[src/rtl/broadsync_pkg.sv]
// Shared types and constants for the BroadSync slave-side servo.
package broadsync_pkg;

   localparam int unsigned NS_PER_SEC = 1_000_000_000;
   localparam int unsigned TIME_W     = 80;
   localparam int unsigned SEC_W      = 48;
   localparam int unsigned NS_W       = 32;

   typedef enum logic [1:0] {
      StFree     = 2'd0,
      StAcquire  = 2'd1,
      StTrack    = 2'd2,
      StHoldover = 2'd3
   } servo_state_e;

endpackage

[src/rtl/broadsync_offset_calc.sv]
// Front half of the servo pipeline: capture the time pair, subtract, then
// fold a +/-1 s difference into a nanosecond offset and classify it.
module broadsync_offset_calc
   import broadsync_pkg::*;
#(
   parameter int unsigned STEP_THRESHOLD_NS = 1000
) (
   input  logic                   ptp_clk,
   input  logic                   ptp_reset_n,
   input  logic                   in_valid,
   input  logic [TIME_W-1:0]      rx_time,
   input  logic [TIME_W-1:0]      local_time,
   output logic                   busy,
   output logic                   out_valid,
   output logic signed [NS_W+1:0] off,
   output logic [SEC_W-1:0]       sec_diff,
   output logic [NS_W-1:0]        ns_diff,
   output logic                   is_big,
   output logic                   is_wide
);

   localparam logic signed [NS_W+1:0] NsPerSec  = (NS_W + 2)'(NS_PER_SEC);
   localparam logic [NS_W+1:0]        Threshold = (NS_W + 2)'(STEP_THRESHOLD_NS);

   logic                   v0_q, v1_q;
   logic [TIME_W-1:0]      rx_q, loc_q;
   logic signed [SEC_W:0]  sec_diff_d, sec_diff_q;
   logic signed [NS_W:0]   ns_diff_d, ns_diff_q;
   logic signed [NS_W+1:0] ns_ext, off_c;
   logic [NS_W+1:0]        abs_off;
   logic                   sec_zero, sec_pos1, sec_neg1;

   // Zero-extend before subtracting so the difference is a true signed value.
   assign sec_diff_d = $signed({1'b0, rx_q[TIME_W-1:NS_W]}) - $signed({1'b0, loc_q[TIME_W-1:NS_W]});
   assign ns_diff_d  = $signed({1'b0, rx_q[NS_W-1:0]}) - $signed({1'b0, loc_q[NS_W-1:0]});

   always_ff @(posedge ptp_clk or negedge ptp_reset_n) begin
      if (!ptp_reset_n) begin
         v0_q       <= 1'b0;
         v1_q       <= 1'b0;
         rx_q       <= '0;
         loc_q      <= '0;
         sec_diff_q <= '0;
         ns_diff_q  <= '0;
      end else begin
         v0_q <= in_valid;
         v1_q <= v0_q;
         if (in_valid) begin
            rx_q  <= rx_time;
            loc_q <= local_time;
         end
         if (v0_q) begin
            sec_diff_q <= sec_diff_d;
            ns_diff_q  <= ns_diff_d;
         end
      end
   end

   always_comb begin
      sec_zero = (sec_diff_q == '0);
      sec_pos1 = (sec_diff_q == (SEC_W + 1)'(1));
      sec_neg1 = (sec_diff_q == '1);
      ns_ext   = (NS_W + 2)'(ns_diff_q);
      off_c    = ns_ext;
      if (sec_pos1) begin
         off_c = ns_ext + NsPerSec;
      end else if (sec_neg1) begin
         off_c = ns_ext - NsPerSec;
      end
      abs_off = off_c[NS_W+1] ? -off_c : off_c;
      is_wide = !(sec_zero || sec_pos1 || sec_neg1);
      is_big  = is_wide || (abs_off > Threshold);
   end

   assign busy      = v0_q | v1_q;
   assign out_valid = v1_q;
   assign off       = off_c;
   assign sec_diff  = sec_diff_q[SEC_W-1:0];
   assign ns_diff   = ns_diff_q[NS_W-1:0];

endmodule

[src/rtl/broadsync_servo.sv]
// Slave-side time servo: turns decoded BroadSync frames into step corrections
// and a saturating drift word for the GTM, with acquire/track/holdover states.
module broadsync_servo
   import broadsync_pkg::*;
#(
   parameter int unsigned STEP_THRESHOLD_NS = 1000,
   parameter int unsigned LOCK_COUNT        = 4,
   parameter int unsigned KI_SHIFT          = 4,
   parameter int unsigned TIMEOUT_CYCLES    = 250000000,
   parameter int unsigned HOLDOVER_TIMEOUTS = 8
) (
   input  logic                ptp_clk,
   input  logic                ptp_reset_n,
   input  logic                frame_valid,
   input  logic                rx_frame_error,
   input  logic                rx_lock,
   input  logic [TIME_W-1:0]   rx_time,
   input  logic [TIME_W-1:0]   local_time,
   output logic                step_valid,
   output logic signed [47:0]  step_sec,
   output logic signed [31:0]  step_ns,
   output logic signed [30:0]  drift_rate,
   output logic [1:0]          servo_state,
   output logic                locked,
   output logic signed [31:0]  last_offset_ns,
   output logic [15:0]         error_count,
   output logic [15:0]         drop_count
);

   localparam logic signed [30:0] DriftPos = 31'sh3FFF_FFFF;
   localparam logic signed [30:0] DriftNeg = -DriftPos;
   localparam logic [31:0]        TmoLast  = 32'(TIMEOUT_CYCLES - 1);

   logic                   good, busy, calc_valid, is_big, is_wide, tmo_evt, apply_drift;
   logic signed [NS_W+1:0] off, off_shr;
   logic [SEC_W-1:0]       sec_diff;
   logic [NS_W-1:0]        ns_diff;
   logic signed [34:0]     drift_sum;
   logic signed [30:0]     drift_sat;
   logic [15:0]            lock_inc, hold_inc;

   servo_state_e       state_q, state_d;
   logic [15:0]        lock_cnt_q, lock_cnt_d, hold_cnt_q, hold_cnt_d;
   logic [15:0]        err_q, err_d, drop_q, drop_d;
   logic [31:0]        tmo_q, tmo_d;
   logic signed [30:0] drift_q, drift_d;
   logic               step_valid_q, step_valid_d, locked_q, locked_d;
   logic [47:0]        step_sec_q, step_sec_d;
   logic [31:0]        step_ns_q, step_ns_d, last_off_q, last_off_d;

   assign good = frame_valid & ~rx_frame_error & rx_lock;

   broadsync_offset_calc #(
      .STEP_THRESHOLD_NS (STEP_THRESHOLD_NS)
   ) u_offset_calc (
      .ptp_clk     (ptp_clk),
      .ptp_reset_n (ptp_reset_n),
      .in_valid    (good & ~busy),
      .rx_time     (rx_time),
      .local_time  (local_time),
      .busy        (busy),
      .out_valid   (calc_valid),
      .off         (off),
      .sec_diff    (sec_diff),
      .ns_diff     (ns_diff),
      .is_big      (is_big),
      .is_wide     (is_wide)
   );

   assign off_shr   = off >>> KI_SHIFT;
   assign drift_sum = 35'(drift_q) + 35'(off_shr);
   assign drift_sat = (drift_sum > 35'(DriftPos)) ? DriftPos :
                      (drift_sum < 35'(DriftNeg)) ? DriftNeg : drift_sum[30:0];
   assign lock_inc  = lock_cnt_q + 16'd1;
   assign hold_inc  = hold_cnt_q + 16'd1;
   // A frame landing in C3 clears the timer, so it also suppresses the timeout.
   assign tmo_evt   = ~calc_valid & (tmo_q == TmoLast);

   always_comb begin
      state_d      = state_q;
      lock_cnt_d   = lock_cnt_q;
      hold_cnt_d   = hold_cnt_q;
      drift_d      = drift_q;
      step_valid_d = 1'b0;
      step_sec_d   = step_sec_q;
      step_ns_d    = step_ns_q;
      last_off_d   = last_off_q;
      err_d        = err_q;
      drop_d       = drop_q;
      apply_drift  = 1'b0;
      tmo_d        = (calc_valid || tmo_evt) ? 32'd0 : tmo_q + 32'd1;

      if (frame_valid && rx_frame_error && (err_q != 16'hFFFF)) err_d = err_q + 16'd1;
      if (good && busy && (drop_q != 16'hFFFF)) drop_d = drop_q + 16'd1;

      if (calc_valid) begin
         if (is_big) begin
            step_valid_d = 1'b1;
            step_sec_d   = is_wide ? sec_diff : 48'd0;
            step_ns_d    = is_wide ? ns_diff : off[31:0];
            state_d      = StAcquire;
            lock_cnt_d   = '0;
            hold_cnt_d   = '0;
         end else begin
            unique case (state_q)
               StFree: begin
                  state_d    = StAcquire;
                  lock_cnt_d = 16'd1;
               end
               StAcquire: begin
                  apply_drift = 1'b1;
                  lock_cnt_d  = lock_inc;
                  if (lock_inc >= 16'(LOCK_COUNT)) state_d = StTrack;
               end
               StTrack: apply_drift = 1'b1;
               StHoldover: begin
                  apply_drift = 1'b1;
                  state_d     = StTrack;
                  hold_cnt_d  = '0;
               end
            endcase
         end
      end else if (tmo_evt) begin
         case (state_q)
            StAcquire: begin
               state_d    = StFree;
               drift_d    = '0;
               lock_cnt_d = '0;
            end
            StTrack: begin
               state_d    = StHoldover;
               hold_cnt_d = 16'd1;
            end
            StHoldover: begin
               hold_cnt_d = hold_inc;
               if (hold_inc >= 16'(HOLDOVER_TIMEOUTS)) begin
                  state_d    = StFree;
                  drift_d    = '0;
                  hold_cnt_d = '0;
               end
            end
            default: ;
         endcase
      end

      if (apply_drift) begin
         drift_d    = drift_sat;
         last_off_d = off[31:0];
      end
      locked_d = (state_d == StTrack);
   end

   always_ff @(posedge ptp_clk or negedge ptp_reset_n) begin
      if (!ptp_reset_n) begin
         state_q      <= StFree;
         lock_cnt_q   <= '0;
         hold_cnt_q   <= '0;
         drift_q      <= '0;
         step_valid_q <= 1'b0;
         step_sec_q   <= '0;
         step_ns_q    <= '0;
         last_off_q   <= '0;
         err_q        <= '0;
         drop_q       <= '0;
         tmo_q        <= '0;
         locked_q     <= 1'b0;
      end else begin
         state_q      <= state_d;
         lock_cnt_q   <= lock_cnt_d;
         hold_cnt_q   <= hold_cnt_d;
         drift_q      <= drift_d;
         step_valid_q <= step_valid_d;
         step_sec_q   <= step_sec_d;
         step_ns_q    <= step_ns_d;
         last_off_q   <= last_off_d;
         err_q        <= err_d;
         drop_q       <= drop_d;
         tmo_q        <= tmo_d;
         locked_q     <= locked_d;
      end
   end

   assign step_valid     = step_valid_q;
   assign step_sec       = step_sec_q;
   assign step_ns        = step_ns_q;
   assign drift_rate     = drift_q;
   assign servo_state    = state_q;
   assign locked         = locked_q;
   assign last_offset_ns = last_off_q;
   assign error_count    = err_q;
   assign drop_count     = drop_q;

endmodule

[config.mk]
export PLATFORM = sky130hd
export DESIGN_NAME = broadsync_servo
export DESIGN_NICKNAME = d
export VERILOG_FILES = /design/src/rtl/broadsync_pkg.sv /design/src/rtl/broadsync_offset_calc.sv /design/src/rtl/broadsync_servo.sv
export SDC_FILE = /design/constraint.sdc
export NUM_CORES = 1
export LEC_CHECK = 0
export CAP_MARGIN = 20
export CORE_MARGIN = 5
export CORE_UTILIZATION = 50
export DETAILED_ROUTE_END_ITERATION = 16
export PLACE_DENSITY_LB_ADDON = 0.05
export SYNTH_ARGS = -nofsm -noshare
export SYNTH_HDL_FRONTEND = slang
export SYNTH_SLANG_ARGS = --single-unit
[constraint.sdc]
create_clock -name ptp_clk -period 7.02 [get_ports ptp_clk]
set_input_delay 1.755 -clock ptp_clk [delete_from_list [all_inputs] [get_ports ptp_clk]]
set_output_delay 1.755 -clock ptp_clk [all_outputs]
set_load 0.03 [all_outputs]
==> impl_metrics.toml <==
[clock_network]
cts_root_buf = "clkbuf_16"
cts_sinks = 487
postCtsSetupRepairBufs = 0
clock_latency_ns = 0.63
cts_buffers = 56
path_clk_slew_ns = 0.06
cts_buffer_depth = 3
ctsResizeCount = 0
ctsHoldBuffers = 0
cts_tree = "done"
h-tree-depth = 2

[yosys]
synth_area_sq_mm = 0.02722
ys_types = 93
synth_top_area_share_pct = 44.77
synth_top_family_by_area = "simple AND/OR/NAND/NOR gates"
netlist_instances = 2869
synth_seq_area_share_pct = 44.77
ys_ff_latch = 487
avgSynthCellArea_sq_um = 9.488
synth.area.mux_share_pct = 7.147
synthAdderAreaFrac_pct = 6.251
yosys.cell_count.top_type = "dfrtp_1"
synth-main-ff-cell = "dfrtp_1"
async_flop_share_pct = 100.0
yosys.area.top_type = "dfrtp_1"
yosysWarnings = 0
synthSimpleGateAreaFrac_pct = 17.45
synth_fp_nets = 3157
synth-xor-area-share_pct = 5.502
synth.area.top_cells = "dfrtp_1 45%, mux2_2 6.7%, ha_1 5.5%"
synth_edf_count = 0
synth_compound_gate_area_share_pct = 15.01
synthTopCellsByCount = "487 x dfrtp_1, 366 x nand2_1, 251 x o21ai_0"

[global_route]
antenna_found_initial = 1
grt_pass1_wl_um = 127000
grt_util_all_layers_pct = 26.32
first_global_vias = 22750
gr-total-overflow = 0
grt_max_degree = 244

[layout]
drive_gt1_share_pct = 10.78
final_core_util_pct = 62.16
nFillCells = 4562
nets = 3470
fin_cells = 3924
syn2layout_area_growth_pct = 23.12

[timing]
rsz0062_at_grt = "no"
drv_slew = 0
period_needed_ns = 6.427
hold_violations = 0
tns_ns = 0
max_freq_mhz = 155.6
max_slew_margin_pct = 22.74
worst_pin_slew_ns = 1.151
fin_skew_ns = 0.04245
finalCritPeriodShare_pct = 91.56
setup_violations = 0

[floorplanning]
die_h_um = 243.3
dieArea_sq_mm = 0.05921
dieWidth_um = 243.3
fp.coreArea_sq_mm = 0.05392
start_util_pct = 50.48
io_pins = 344
rows = 85

[routing]
routedWlPerCell_um = 20.22
via_count = 22660
via_per_inst = 5.774
drt-total-wl_um = 79340
ant_nets = 0
initialDrtViolationCount = 1581
drtPass1Iterations = 5
route.detailed.drc = 0

[hold_path]
hold_path_class = "reg2reg"
hold_depth = 2

[worst_setup_path]
crit_slowest_cell = "or4b_2"
r2r_cells = 19
cp_cell_sequence = "nand4_1 -> nor4_2 -> nand4_1 -> a21oi_1 -> nor2_1 -> ha_1 -> a2111oi_0 -> o31ai_1 -> a311oi_1 -> o31ai_1 -> o41ai_1 -> buf_4 -> a211o_1 -> a21boi_0 -> o21a_1 -> or4b_2 -> a21bo_2 -> a21oi_1 -> or3_1"
cp.required_ns = 7.50
r2r_slack_ns = 0.59
cp_num_buf_inv = 1
crit_arrival_ns = 6.90
crit_type = "reg2reg"
endpoint_kind = "flip-flop"
worstPathMaxFanout = 16
critical-path-top-delay-family = "compound AO/OA/AOI/OAI gates"
start_kind = "flip-flop"
slowest_delay_ns = 0.62
worst-path-stages = 19

[power]
peakVddDrop_uv = 239.0
p_per_area_mw_per_mm2 = 374.4
leakage_nw = 14.91

[job]
timing.max_cap.violations = 0

[outcome]
status = "completed"

[placed_design]
placed_cells = 3816
io_buffer_count = 343
gp_congestion = 0.9162
hpwlAfterDp_um = 59500
per-stage QoR:
step | hold slack, ns | setup WS, ns | power (W) | cell area, sq um
CTS | 0.4724 | 0.6018 | 0.01260 | 33440
floorplan | 0.3519 | 1.465 | 0.007356 | 27220
global route | 0.4878 | 0.02730 | 0.01330 | 33520
detailed placement | 0.4587 | 0.6766 | 0.009260 | 31340
global placement | 0.4563 | 0.7361 | 0.009174 | 31340
finish | 0.4711 | 0.5927 | 0.01255 | 33520
metal layers:
| layer | GRT usage, % | up-vias | wire (um) |
|---|---|---|---|
| met5 | 0 | - | 0 |
| met4 | 6.258 | 0 | 1488 |
| met3 | 3.650 | 95 | 4233 |
| met2 | 45.37 | 642 | 39340 |
| met1 | 35.51 | 11120 | 34270 |
| li1 | - | 10800 | - |
kinds of logic after synthesis:
family,count (synthesis)
compound gates,665
xor+xnor,171
fa+ha+maj,137
flops,487
buf+inv,267
mux,174
simple gates,968
path summary, 6_finish.rpt:
kind | from | end
setup / recovery | u_offset_calc.sec_diff_q[19] | drift_rate[0]
hold / removal | last_offset_ns[8] | last_offset_ns[8]
hold reg to reg | last_offset_ns[8] | last_offset_ns[8]
min in group asynchronous | ptp_reset_n | last_offset_ns[12]
setup reg to reg | u_offset_calc.sec_diff_q[19] | drift_rate[0]
max in group asynchronous | ptp_reset_n | u_offset_calc.rx_q[59]
worst min-delay path, stage by stage (launching register included):
cell and delay, ns:
dfrtp_1 0.34, nand2_1 0.05, nand2_1 0.05
layout make-up:
cell class | instances | area [sq um] | share of cell area, %
tap | 696 | 870.8 | 2.598
antenna | 1 | 2.502 | 0.007466
clock inverter | 30 | 543.0 | 1.620
multi-input combinational | 2115 | 14010 | 41.82
clock buffer | 73 | 1565 | 4.670
timing repair buffer | 374 | 3774 | 11.26
inverter | 148 | 555.5 | 1.658
sequential | 487 | 12190 | 36.37
where the power goes:
part / internal, W / switching [W]
clock network: 0.00205 / 0.00122
registers: 0.00348 / 0.000748
logic: 0.00211 / 0.00292
total: 0.00765 / 0.00490
cells in the final DEF (no fill, tap or decap), types with 24 or more instances in the layout:
cell type,n
xor2_1,59
o21ai_0,250
buf_4,24
clkbuf_16,56
clkdlybuf4s50_1,342
a31oi_1,25
a21oi_1,133
a21o_1,60
nor2b_1,25
dfrtp_1,486
ha_1,120
mux2_2,162
inv_1,146
nand2_1,366
nand4_1,57
xnor2_1,112
nor4_1,32
nor2_1,156
and3_1,50
nor3_1,58
nand3_1,98
registers in the layout, summed over array words and instances (netlist names):
register,flops
u_offset_calc.v0_q,1
drop_count,16
servo_state,2
locked,1
u_offset_calc.loc_q,80
step_valid,1
hold_cnt_q,16
error_count,16
tmo_q,32
u_offset_calc.out_valid,1
u_offset_calc.rx_q,80
lock_cnt_q,16
u_offset_calc.ns_diff_q,33
drift_rate,31
step_ns,32
u_offset_calc.sec_diff_q,49
step_sec,48
last_offset_ns,32
Power figures use the tool's default switching activity.
